### config.mk
export PLATFORM = sky130hd
export DESIGN_NAME = sr_input_conditioner
export DESIGN_NICKNAME = d
export VERILOG_FILES = /design/src/rtl/sr_cond_pkg.sv /design/src/rtl/sr_input_conditioner_debounce.sv /design/src/rtl/sr_input_conditioner.sv
export SDC_FILE = /design/constraint.sdc
export NUM_CORES = 1
export LEC_CHECK = 0
export ABC_AREA = 0
export CAP_MARGIN = 0
export CORE_MARGIN = 4
export CORE_UTILIZATION = 36
export DETAILED_ROUTE_END_ITERATION = 8
export GPL_TIMING_DRIVEN = 0
export MAX_ROUTING_LAYER = met4
export PLACE_DENSITY = 0.63
export SETUP_SLACK_MARGIN = 0.2
export SYNTH_ARGS = -nofsm -noshare
export SYNTH_HDL_FRONTEND = slang
export SYNTH_SLANG_ARGS = --single-unit
### constraint.sdc
create_clock -name clk -period 1.3 [get_ports clk]
set_clock_uncertainty 0.15 [all_clocks]
set_input_delay 0.26 -clock clk [delete_from_list [all_inputs] [get_ports clk]]
set_output_delay 0.26 -clock clk [all_outputs]
set_load 0.1 [all_outputs]
### src/rtl/sr_cond_pkg.sv
// Shared types and constants for the SR input conditioner.
package sr_cond_pkg;

  localparam int unsigned DEFAULT_DEBOUNCE = 4;

  localparam int unsigned PRIO_CLR = 0;
  localparam int unsigned PRIO_SET = 1;

  typedef enum logic [1:0] {
    ST_IDLE     = 2'd0,
    ST_FIRE_S   = 2'd1,
    ST_FIRE_R   = 2'd2,
    ST_WAIT_REL = 2'd3
  } state_e;

  typedef enum logic {
    CH_SET = 1'b0,
    CH_CLR = 1'b1
  } chan_e;

endpackage

### src/rtl/sr_input_conditioner_debounce.sv
// One request channel: 2-flop synchroniser, debounce counter, stable level and
// a one-cycle rising-edge indication of the stable level.
module debounce_sync
  import sr_cond_pkg::*;
#(
  parameter int unsigned DEBOUNCE_CYCLES = DEFAULT_DEBOUNCE
) (
  input  logic clk,
  input  logic rst_n,
  input  logic raw_i,
  output logic stable_o,
  output logic rise_c_o
);

  localparam int unsigned CW = $clog2(DEBOUNCE_CYCLES + 1);
  localparam logic [CW-1:0] CNT_LAST = CW'(DEBOUNCE_CYCLES - 1);

  logic          meta_q;
  logic          sync_q;
  logic [CW-1:0] cnt_q, cnt_d;
  logic          stable_q, stable_d;
  logic          stable_prev_q;

  // Count consecutive disagreements; flip the level once the run is long enough.
  always_comb begin
    cnt_d    = '0;
    stable_d = stable_q;
    if (sync_q != stable_q) begin
      if (cnt_q == CNT_LAST) begin
        stable_d = sync_q;
      end else begin
        cnt_d = cnt_q + CW'(1);
      end
    end
  end

  always_ff @(posedge clk or negedge rst_n) begin
    if (!rst_n) begin
      meta_q        <= 1'b0;
      sync_q        <= 1'b0;
      cnt_q         <= '0;
      stable_q      <= 1'b0;
      stable_prev_q <= 1'b0;
    end else begin
      meta_q        <= raw_i;
      sync_q        <= meta_q;
      cnt_q         <= cnt_d;
      stable_q      <= stable_d;
      stable_prev_q <= stable_q;
    end
  end

  assign stable_o = stable_q;
  assign rise_c_o = stable_q & ~stable_prev_q;

endmodule

### src/rtl/sr_input_conditioner.sv
// Conditions raw set/clear buttons into clean, mutually exclusive one-cycle
// S/R pulses with priority arbitration and release tracking.
module sr_input_conditioner
  import sr_cond_pkg::*;
#(
  parameter int unsigned DEBOUNCE_CYCLES = DEFAULT_DEBOUNCE,
  parameter int unsigned SET_WINS        = PRIO_CLR
) (
  input  logic clk,
  input  logic rst_n,
  input  logic set_req,
  input  logic clr_req,
  output logic S,
  output logic R,
  output logic set_stable,
  output logic clr_stable,
  output logic conflict,
  output logic dropped
);

  localparam bit SET_PRIO = (SET_WINS == PRIO_SET);

  logic   set_rise_c, clr_rise_c;
  logic   any_rise_c, rel_level_c;
  state_e state_q;
  chan_e  chan_q;
  logic   s_q, r_q, conflict_q, dropped_q;

  debounce_sync #(.DEBOUNCE_CYCLES(DEBOUNCE_CYCLES)) u_set (
    .clk      (clk),
    .rst_n    (rst_n),
    .raw_i    (set_req),
    .stable_o (set_stable),
    .rise_c_o (set_rise_c)
  );

  debounce_sync #(.DEBOUNCE_CYCLES(DEBOUNCE_CYCLES)) u_clr (
    .clk      (clk),
    .rst_n    (rst_n),
    .raw_i    (clr_req),
    .stable_o (clr_stable),
    .rise_c_o (clr_rise_c)
  );

  assign any_rise_c  = set_rise_c | clr_rise_c;
  assign rel_level_c = (chan_q == CH_SET) ? set_stable : clr_stable;

  // Arbitration: one pulse per accepted press, then hold off until release.
  always_ff @(posedge clk or negedge rst_n) begin
    if (!rst_n) begin
      state_q    <= ST_IDLE;
      chan_q     <= CH_SET;
      s_q        <= 1'b0;
      r_q        <= 1'b0;
      conflict_q <= 1'b0;
      dropped_q  <= 1'b0;
    end else begin
      s_q        <= 1'b0;
      r_q        <= 1'b0;
      conflict_q <= 1'b0;
      dropped_q  <= 1'b0;
      case (state_q)
        ST_IDLE: begin
          if (set_rise_c && clr_rise_c) begin
            conflict_q <= 1'b1;
            if (SET_PRIO) begin
              state_q <= ST_FIRE_S;
              s_q     <= 1'b1;
            end else begin
              state_q <= ST_FIRE_R;
              r_q     <= 1'b1;
            end
          end else if (set_rise_c) begin
            state_q <= ST_FIRE_S;
            s_q     <= 1'b1;
          end else if (clr_rise_c) begin
            state_q <= ST_FIRE_R;
            r_q     <= 1'b1;
          end
        end
        ST_FIRE_S: begin
          state_q   <= ST_WAIT_REL;
          chan_q    <= CH_SET;
          dropped_q <= any_rise_c;
        end
        ST_FIRE_R: begin
          state_q   <= ST_WAIT_REL;
          chan_q    <= CH_CLR;
          dropped_q <= any_rise_c;
        end
        ST_WAIT_REL: begin
          dropped_q <= any_rise_c;
          if (!rel_level_c) state_q <= ST_IDLE;
        end
        default: state_q <= ST_IDLE;
      endcase
    end
  end

  assign S        = s_q;
  assign R        = r_q;
  assign conflict = conflict_q;
  assign dropped  = dropped_q;

endmodule

==> results of run 1 <==
==> cells by family (layout without fill, tap and decap cells) <==
| logic type | count (synthesis) | count (layout) | share of synthesized area [%] |
|---|---|---|---|
| and+or+nand+nor | 16 | 16 | 11.7 |
| AOI/OAI and AO/OA | 4 | 4 | 5.32 |
| muxes | 6 | 6 | 8.71 |
| buffers and inverters | 3 | 29 | 1.33 |
| xor gates and xnor gates | 2 | 2 | 2.07 |
| adders and majority gates | 6 | 6 | 8.86 |
| DFF | 21 | 21 | 62.0 |
==> worst reg2reg max path: stages, from the launching register on <==
cell and delay, ns:
dfrtp_4 0.51, mux2_4 0.29, a32oi_4 0.20, mux2_4 0.33
==> repair_timing <==
| action | in CTS | in global routing |
|---|---|---|
| endpoints found under the setup margin | 42 | 39 |
| buffers inserted | 9 | 4 |
| endpoints found under the hold margin | 0 | 21 |
| gates resized for setup | 64 | 7 |
| pin swaps | 2 | 3 |
| gates cloned | 0 | 0 |
==> registers in the layout (all words and copies together) (netlist names) <==
name	flops
R	1
S	1
chan_q	1
conflict	1
dropped	1
state_q	2
u_clr.cnt_q	3
u_clr.meta_q	1
u_clr.stable_o	1
u_clr.stable_prev_q	1
u_clr.sync_q	1
u_set.cnt_q	3
u_set.meta_q	1
u_set.stable_o	1
u_set.stable_prev_q	1
u_set.sync_q	1
==> metal layers <==
layer	routed length (um)	up-vias	track usage, %	part of all wire (%)
met5	0	-	-	0
li1	-	254	-	-
met4	64	0	8.81	4.0
met3	75	7	3.68	4.7
met2	806	12	18.5	51
met1	644	266	12.6	40
==> area by class of cell <==
type	count	area share, %
Clock buffer	4	2.03
Inverter	3	0.872
Multi-Input combinational cell	34	34.4
Sequential cell	21	41.7
Tap cell	28	2.71
Timing Repair Buffer	22	18.3
==> cell usage in the layout (no fill, tap or decap), types with 3 or more instances in the layout <==
master,netlist,layout
buf_8,0,5
buf_4,0,8
dfrtp_1,21,15
nor3b_2,0,4
mux2_4,2,5
ha_2,0,3
buf_6,0,5
dfrtp_2,0,4
clkbuf_4,0,3
nor2b_4,0,3
==> through the flow <==
step	power (mW)	worst slack (ns)	cells	TNS [ns]
CTS	3.39	-0.274	108	-0.901
finish	3.54	-0.286	112	-0.933
floorplan	2.27	-0.409	58	-0.650
detailed placement	2.58	-0.701	95	-10.34
global placement	2.53	-0.704	95	-9.90
global route	3.75	-0.309	112	-1.62
==> power by group <==
| part | switching [mW] | internal [mW] |
|---|---|---|
| clock network | 0.186 | 0.120 |
| registers | 0.148 | 0.879 |
| logic | 1.11 | 1.09 |
==> final timing paths <==
check                               startpoint              to  slack (ns)  cells past startpoint
worst min-delay path                     rst_n  u_set.cnt_q[0]       -0.25                      1
worst min register to register    u_clr.meta_q    u_clr.sync_q        0.22                      0
worst max register to register  u_set.stable_o      state_q[1]       -0.29                      3
max in group asynchronous                rst_n  u_clr.stable_o        0.86                      1
min in group clk                  u_clr.meta_q    u_clr.sync_q        0.22                      0
worst max-delay path            u_set.stable_o      state_q[1]       -0.29                      3
==> metrics, run 1 <==
status=complete, but fails checks; failing checks=negative hold slack, negative setup slack; Worst-Margin Slew=0.512 ns; CTS tree=yes; H-tree levels=1; Net Count, Synth=68; clock-pin slew on the worst setup and hold paths=0.11 ns; Synth area leaders=dfrtp_1 62%, ha_1 8.9%, mux2_1 4.0%; period utilisation layout=122%; Antenna Cells=0; Max Fclk=630 MHz; Final min period=1.59 ns; hold_buf cts=0; Final GP Congestion=0.722; critical path's top delay family=multiplexers; top-count cell post-synth=dfrtp_1; Synth top area share=62.0%; critical-path maximum fanout=4; GRT Util Overall=11.9%; Synth Cell Area=847 um2; post-layout util=57.8%; Routed wire per std cell=14.2 um; initial antenna violation count=0; effective utilization at floorplan=37.9%; layout cells sized above 1=64.3%; Cell Rows=17; worst skew pair latency=0.30 ns; design area=1290 um2; IO Pins=10; Synth Flop Type=dfrtp_1; Post-synth EDFFs=0; Ys Warns=0; distinct cell type count after synthesis=17; nets=95; CTS Sinks=21; die height=56.5 um; DR iter-0 viols=2; final hold slack=-0.247 ns; largest area contributor in the synthesized netlist=dfrtp_1; average instance area after synthesis=14.6 um2; Crit path arrival time=1.63 ns; CP max stage delay=0.51 ns; max-cap violations=0; DP Area=1030 um2; WS Path Type=reg -> reg; grt ovf=0; worst path buffer plus inverter count=0; Static Leak=0.587 nW; Storage cell area=538 um2; antenna-violating nets left=0; via count=539; HP Class=in -> async; register area share after synthesis=62.0%; kind of end point of the critical path=flip-flop; largest net degree at the start of global routing=22; Die Width=56.5 um; power per cell area=2740 nW/um2; RSZ-0062 raised after global routing=yes; Setup violations, final=9; cell at the root of the clock tree=clkbuf_4; die area=3190 um2; Startpoint Class=flip-flop; worst vdd ir=1150 uV; worst setup margin=-0.286 ns; Synth Register Bits=21; multi-input logic area=444 um2; worst path cell trace=mux2_4 > a32oi_4 > mux2_4; final-layout fill cell count=177; max-slew violation count=0; DRT Pass-1 Iters=4; Residual DRC=0; critical path's slowest cell=dfrtp_4; first-pass GRT wire length=2740 um; vias in the first global route=600; CTS Buf Count=3; Async SR Flop Fraction=100%; relative slew slack=65.9%; Top cell by count, worst path=mux2_4; maximum clock path buffer count=2; area growth from synthesis to layout=52.4%; Port Buffers=9; Core Footprint=2230 um2; Synth Instances=58; drt total wl=1590 um; CP required=1.35 ns; drt via density=4.81; final hold viol count=21; Post-synth top cells=21 x dfrtp_1, 6 x ha_1, 4 x nor2b_1, 4 x nor3b_1
Power figures use the tool's default switching activity.
==> inputs of run 2 (changes only) <==
Settings changed: CORE_UTILIZATION 36 to 40, PLACE_DENSITY 0.63 to 0.65, REMOVE_ABC_BUFFERS from default to 1.
Clock period 1.3 ns to 1.5 ns, I/O delays scaled along.
==> metrics, run 2 (same netlist as run 1, synthesis figures left out) <==
hold_buf cts=0 (unchanged); critical path's top delay family=multiplexers (unchanged); critical path launch point=u_set.stable_o (unchanged); Critical R2R Launch=u_set.stable_o (unchanged); number of cells on the worst reg-to-reg path=3 (unchanged); Worst-Margin Slew=0.858 ns (was 0.512 ns); design area=1170 um2 (was 1290 um2); Largest regs=u_clr.cnt_q x3, u_set.cnt_q x3, state_q x2 (unchanged); max-cap violations=0 (unchanged); Routed wire per std cell=12.4 um (was 14.2 um); CTS Sinks=21 (unchanged); first-pass GRT wire length=2170 um (was 2740 um); Final min period=1.51 ns (was 1.59 ns); GRT busiest layer=met2 (unchanged); GRT Util Overall=10.9% (was 11.9%); critical path's slowest cell=dfrtp_2 (was dfrtp_4); effective utilization at floorplan=42.7% (was 37.9%); relative slew slack=42.7% (was 65.9%); RSZ-0062 raised after global routing=yes (unchanged); worst r2r dst=state_q[1] (unchanged); M3 GR Usage=4.43% (was 3.68%); area growth from synthesis to layout=38.4% (was 52.4%); largest net degree at the start of global routing=22 (unchanged); Setup violations, final=1 (was 9); worst path buffer plus inverter count=0 (unchanged); power per cell area=2350 nW/um2 (was 2740 nW/um2); CP required=1.54 ns (was 1.35 ns); DP Area=971 um2 (was 1030 um2); cell at the root of the clock tree=clkbuf_4 (unchanged); DRT Pass-1 Iters=1 (was 4); initial antenna violation count=0 (unchanged); Max Fclk=660 MHz (was 630 MHz); failing checks=negative hold slack, negative setup slack (unchanged); Startpoint Class=flip-flop (unchanged); worst setup path end=state_q[1] (unchanged); Cell Rows=16 (was 17); status=complete, but fails checks (unchanged); Final GP Congestion=0.738 (was 0.722); IO Pins=10 (unchanged); worst vdd ir=1590 uV (was 1150 uV); worst path cell trace=mux2_4 > a32oi_4 > mux2_4 (unchanged); layout cells sized above 1=46.8% (was 64.3%); worst skew pair latency=0.29 ns (was 0.30 ns); period utilisation layout=101% (was 122%); antenna-violating nets left=0 (unchanged); CTS tree=yes (unchanged); Core Footprint=1980 um2 (was 2230 um2); Die Width=54.0 um (was 56.5 um); kind of end point of the critical path=flip-flop (unchanged); max-slew violation count=0 (unchanged); Residual DRC=0 (unchanged); multi-input logic area=389 um2 (was 444 um2); Top cell by count, worst path=mux2_4 (unchanged); Static Leak=0.538 nW (was 0.587 nW); Worst path depth=3 (unchanged); final-layout fill cell count=148 (was 177); die area=2920 um2 (was 3190 um2); Crit path arrival time=1.55 ns (was 1.63 ns); met1 usage=12.3% (was 12.6%); H-tree levels=1 (unchanged); grt ovf=0 (unchanged); most common cell after layout, fill and taps aside=dfrtp_1 (unchanged); final hold slack=-0.0518 ns (was -0.247 ns); maximum clock path buffer count=2 (unchanged); HP Class=in -> async (unchanged); most frequent cells in the layout=19 x dfrtp_1, 5 x mux2_4, 5 x buf_4 (was 15 x dfrtp_1, 8 x buf_4, 5 x mux2_4, 5 x buf_8, 5 x buf_6); drt via density=4.76 (was 4.81); vias in the first global route=507 (was 600); GRT met2 Usage=17.5% (was 18.5%); Antenna Cells=0 (unchanged); FF-to-FF setup slack=-0.01 ns (was -0.29 ns); WS Path Type=reg -> reg (unchanged); final hold viol count=21 (unchanged); via count=495 (was 539); Port Buffers=9 (unchanged); DR iter-0 viols=0 (was 2); Storage cell area=528 um2 (was 538 um2); CTS Buf Count=3 (unchanged); die height=54.0 um (was 56.5 um); worst setup margin=-0.0148 ns (was -0.286 ns); clock-pin slew on the worst setup and hold paths=0.10 ns (was 0.11 ns); critical-path maximum fanout=5 (was 4); CP max stage delay=0.45 ns (was 0.51 ns); nets=88 (was 95); post-DP HPWL=795 um; drt total wl=1290 um (was 1590 um)
run 2: area by class of cell:
cell class	instances	area share (%)
clock buffer	4	2.24
inverter	3	0.961
multi-input combinational	34	33.2
sequential	21	45.0
tap	27	2.88
timing repair buffer	15	15.7
run 2: metal layers:
layer	wire [um]	vias to the layer above
li1	-	238
met1	522	243
met2	667	12
met3	84	2
met4	14	0
met5	0	-
run 2: stage by stage:
stage | TNS (ns) | instances | total power, mW | setup WS (ns) | util, %
5_1_grt | -0.109 | 104 | 2.94 | -0.0677 | 59.2
2_1_floorplan | -2.39 | 58 | 1.82 | -0.619 | -
6_report | -0.0148 | 104 | 2.76 | -0.0148 | 59.2
3_5_place_dp | -4.11 | 94 | 2.06 | -0.572 | 49.0
3_3_place_gp | -4.06 | 94 | 2.03 | -0.556 | 49.0
4_1_cts | -0.0321 | 102 | 2.58 | -0.0321 | 56.1
run 2: how the worst min path moves through the flow:
| stage | cells after the start | startpoint | to | slack [ns] |
|---|---|---|---|---|
| global route | 1 | rst_n | u_clr.stable_prev_q | 0.006 |
| floorplan | 0 | rst_n | R | -0.15 |
| detailed placement | 0 | u_set.meta_q | u_set.sync_q | 0.19 |
| finish | 1 | rst_n | u_clr.cnt_q[2] | -0.05 |
| CTS | 0 | u_set.meta_q | u_set.sync_q | 0.22 |
| global placement | 0 | u_clr.meta_q | u_clr.sync_q | 0.18 |
run 2: what timing repair did:
item / 4_1_cts / 5_1_grt
gates resized for setup: 63 / 9
pin swaps: 1 / 2
endpoints found under the setup margin: 11 / 36
buffers inserted: 4 / 2
hold endpoints to repair: 0 / 11
run 2: power breakdown:
group          switching [mW]  leakage (nW)  internal, mW
Clock                   0.151        0.0150         0.103
Sequential              0.132         0.262         0.745
Combinational           0.847         0.261         0.778
==> inputs of run 3 (changes only) <==
Settings changed: TNS_END_PERCENT from default to 5.
==> metrics, run 3 (same netlist as run 1, synthesis figures left out) <==
drt total wl=1250 um (was 1290 um); initial antenna violation count=0 (unchanged); status=complete, but fails checks (unchanged); Static Leak=0.518 nW (was 0.538 nW); worst path buffer plus inverter count=1 (was 0); power per cell area=2320 nW/um2 (was 2350 nW/um2); grt ovf=0 (unchanged); met2 wire length=646 um (was 667 um); worst r2r dst=state_q[1] (unchanged); max-slew violation count=0 (unchanged); failing checks=negative hold slack, negative setup slack (unchanged); cell at the root of the clock tree=clkbuf_4 (unchanged); Critical R2R Launch=state_q[1] (was u_set.stable_o); GRT Util Overall=10.4% (was 10.9%); Setup violations, final=1 (unchanged); CTS tree=yes (unchanged); Worst path depth=4 (was 3); Final min period=1.51 ns (about the same); die area=2920 um2 (unchanged); RSZ-0062 raised after global routing=yes (unchanged); CP required=1.54 ns (about the same); die height=54.0 um (unchanged); Routed met1 length=504 um (was 522 um); WS Path Type=reg -> reg (unchanged); H-tree levels=1 (unchanged); antenna-violating nets left=0 (unchanged); DRT Pass-1 Iters=3 (was 1); maximum clock path buffer count=2 (unchanged); largest net degree at the start of global routing=22 (unchanged); critical path launch point=state_q[1] (was u_set.stable_o); period utilisation layout=101% (about the same); relative slew slack=42.8% (was 42.7%); CP max stage delay=0.42 ns (was 0.45 ns); Port Buffers=9 (unchanged); IO Pins=10 (unchanged); final hold viol count=21 (unchanged); nets=86 (was 88); FF-to-FF setup slack=-0.01 ns (about the same); HP Class=in -> async (unchanged); via count=485 (was 495); setup tns final=-0.0136 ns (was -0.0148 ns); Antenna Cells=0 (unchanged); worst skew pair latency=0.29 ns (about the same); CTS Buf Count=3 (unchanged); Core Footprint=1980 um2 (unchanged); Crit path arrival time=1.55 ns (about the same); worst setup margin=-0.0136 ns (was -0.0148 ns); DR iter-0 viols=2 (was 0); post-DP HPWL=795 um (unchanged); Startpoint Class=flip-flop (unchanged); critical path's slowest cell=dfrtp_1 (was dfrtp_2); max-cap violations=0 (unchanged); final-layout fill cell count=154 (was 148); hold_buf cts=0 (unchanged); Die Width=54.0 um (unchanged); Storage cell area=528 um2 (unchanged); worst path cell trace=inv_2 > ha_4 > a32oi_4 > mux2_4 (was mux2_4 > a32oi_4 > mux2_4); area growth from synthesis to layout=34.4% (was 38.4%); most common cell after layout, fill and taps aside=dfrtp_1 (unchanged); Largest regs=u_clr.cnt_q x3, u_set.cnt_q x3, state_q x2 (unchanged); met3 WL=80 um (was 84 um); number of cells on the worst reg-to-reg path=4 (was 3); drt via density=4.75 (was 4.76); final hold slack=-0.0516 ns (was -0.0518 ns); most frequent cells in the layout=19 x dfrtp_1, 5 x mux2_4, 4 x nor3b_1, 4 x buf_12, 4 x buf_4 (was 19 x dfrtp_1, 5 x mux2_4, 5 x buf_4); layout cells sized above 1=41.3% (was 46.8%); CTS Sinks=21 (unchanged); uppermost layer routed=met4 (unchanged); effective utilization at floorplan=42.7% (unchanged); Residual DRC=0 (unchanged); Routed wire per std cell=12.2 um (was 12.4 um); vias in the first global route=488 (was 507); multi-input logic area=374 um2 (was 389 um2); clock-pin slew on the worst setup and hold paths=0.10 ns (about the same); Max Fclk=661 MHz (was 660 MHz); Final GP Congestion=0.738 (unchanged); kind of end point of the critical path=flip-flop (unchanged); critical path's top delay family=flip-flops (was multiplexers); critical-path maximum fanout=4 (was 5); Cell Rows=16 (unchanged); first-pass GRT wire length=2070 um (was 2170 um); worst vdd ir=1590 uV (about the same); Worst-Margin Slew=0.857 ns (was 0.858 ns)
[run 3: cell count changes in the layout (fill, tap and decap cells not counted)]
cell / previous run / this run
nor2b_4: 3 / 2
buf_6: 3 / 2
nor2b_1: 1 / 2
nor2_2: 1 / 0
nor3b_2: 1 / 0
buf_4: 5 / 4
nor3b_1: 3 / 4
nor2_1: 1 / 2
[run 3: per-layer routing]
metal	vias up	track usage [%]
li1	233	-
met1	238	11.1
met2	12	17.3
met3	2	4.43
met4	0	3.73
met5	-	-
[run 3: worst max-delay path by stage]
stage,end,slack [ns]
global route,state_q[1],-0.06
finish,state_q[1],-0.01
CTS,state_q[1],-0.03
floorplan,state_q[1],-0.62
global placement,clr_stable,-0.56
detailed placement,clr_stable,-0.57
[run 3: repair_timing]
action | in CTS | in global routing
buffers inserted | 2 | 2
setup endpoints to repair | 11 | 35
hold endpoints to repair | 0 | 11
pin swaps | 0 | 3
cloned | 0 | 0
gates resized for setup | 59 | 9
[run 3: layout make-up]
cell class                 count  area share, %
clock buffer                   4           2.31
inverter                       3          0.989
multi-input combinational     34           32.9
timing repair buffer          13           14.5
sequential                    21           46.4
tap                           27           2.97
[run 3: per-stage QoR]
step / setup WS, ns / std cells / utilization [%] / area, um2 / power, mW
finish: -0.0136 / 102 / 57.4 / 1140 / 2.64
global route: -0.0643 / 102 / 57.4 / 1140 / 2.82
CTS: -0.0321 / 100 / 54.4 / 1080 / 2.47
detailed placement: -0.572 / 94 / 49.0 / 971 / 2.06
global placement: -0.556 / 94 / 49.0 / 971 / 2.03
floorplan: -0.619 / 58 / - / 847 / 1.82
[run 3: where the power goes]
part	leakage [nW]	internal (mW)	switching (mW)
Sequential	0.262	0.745	0.129
Clock	0.0150	0.103	0.150
Combinational	0.242	0.698	0.815
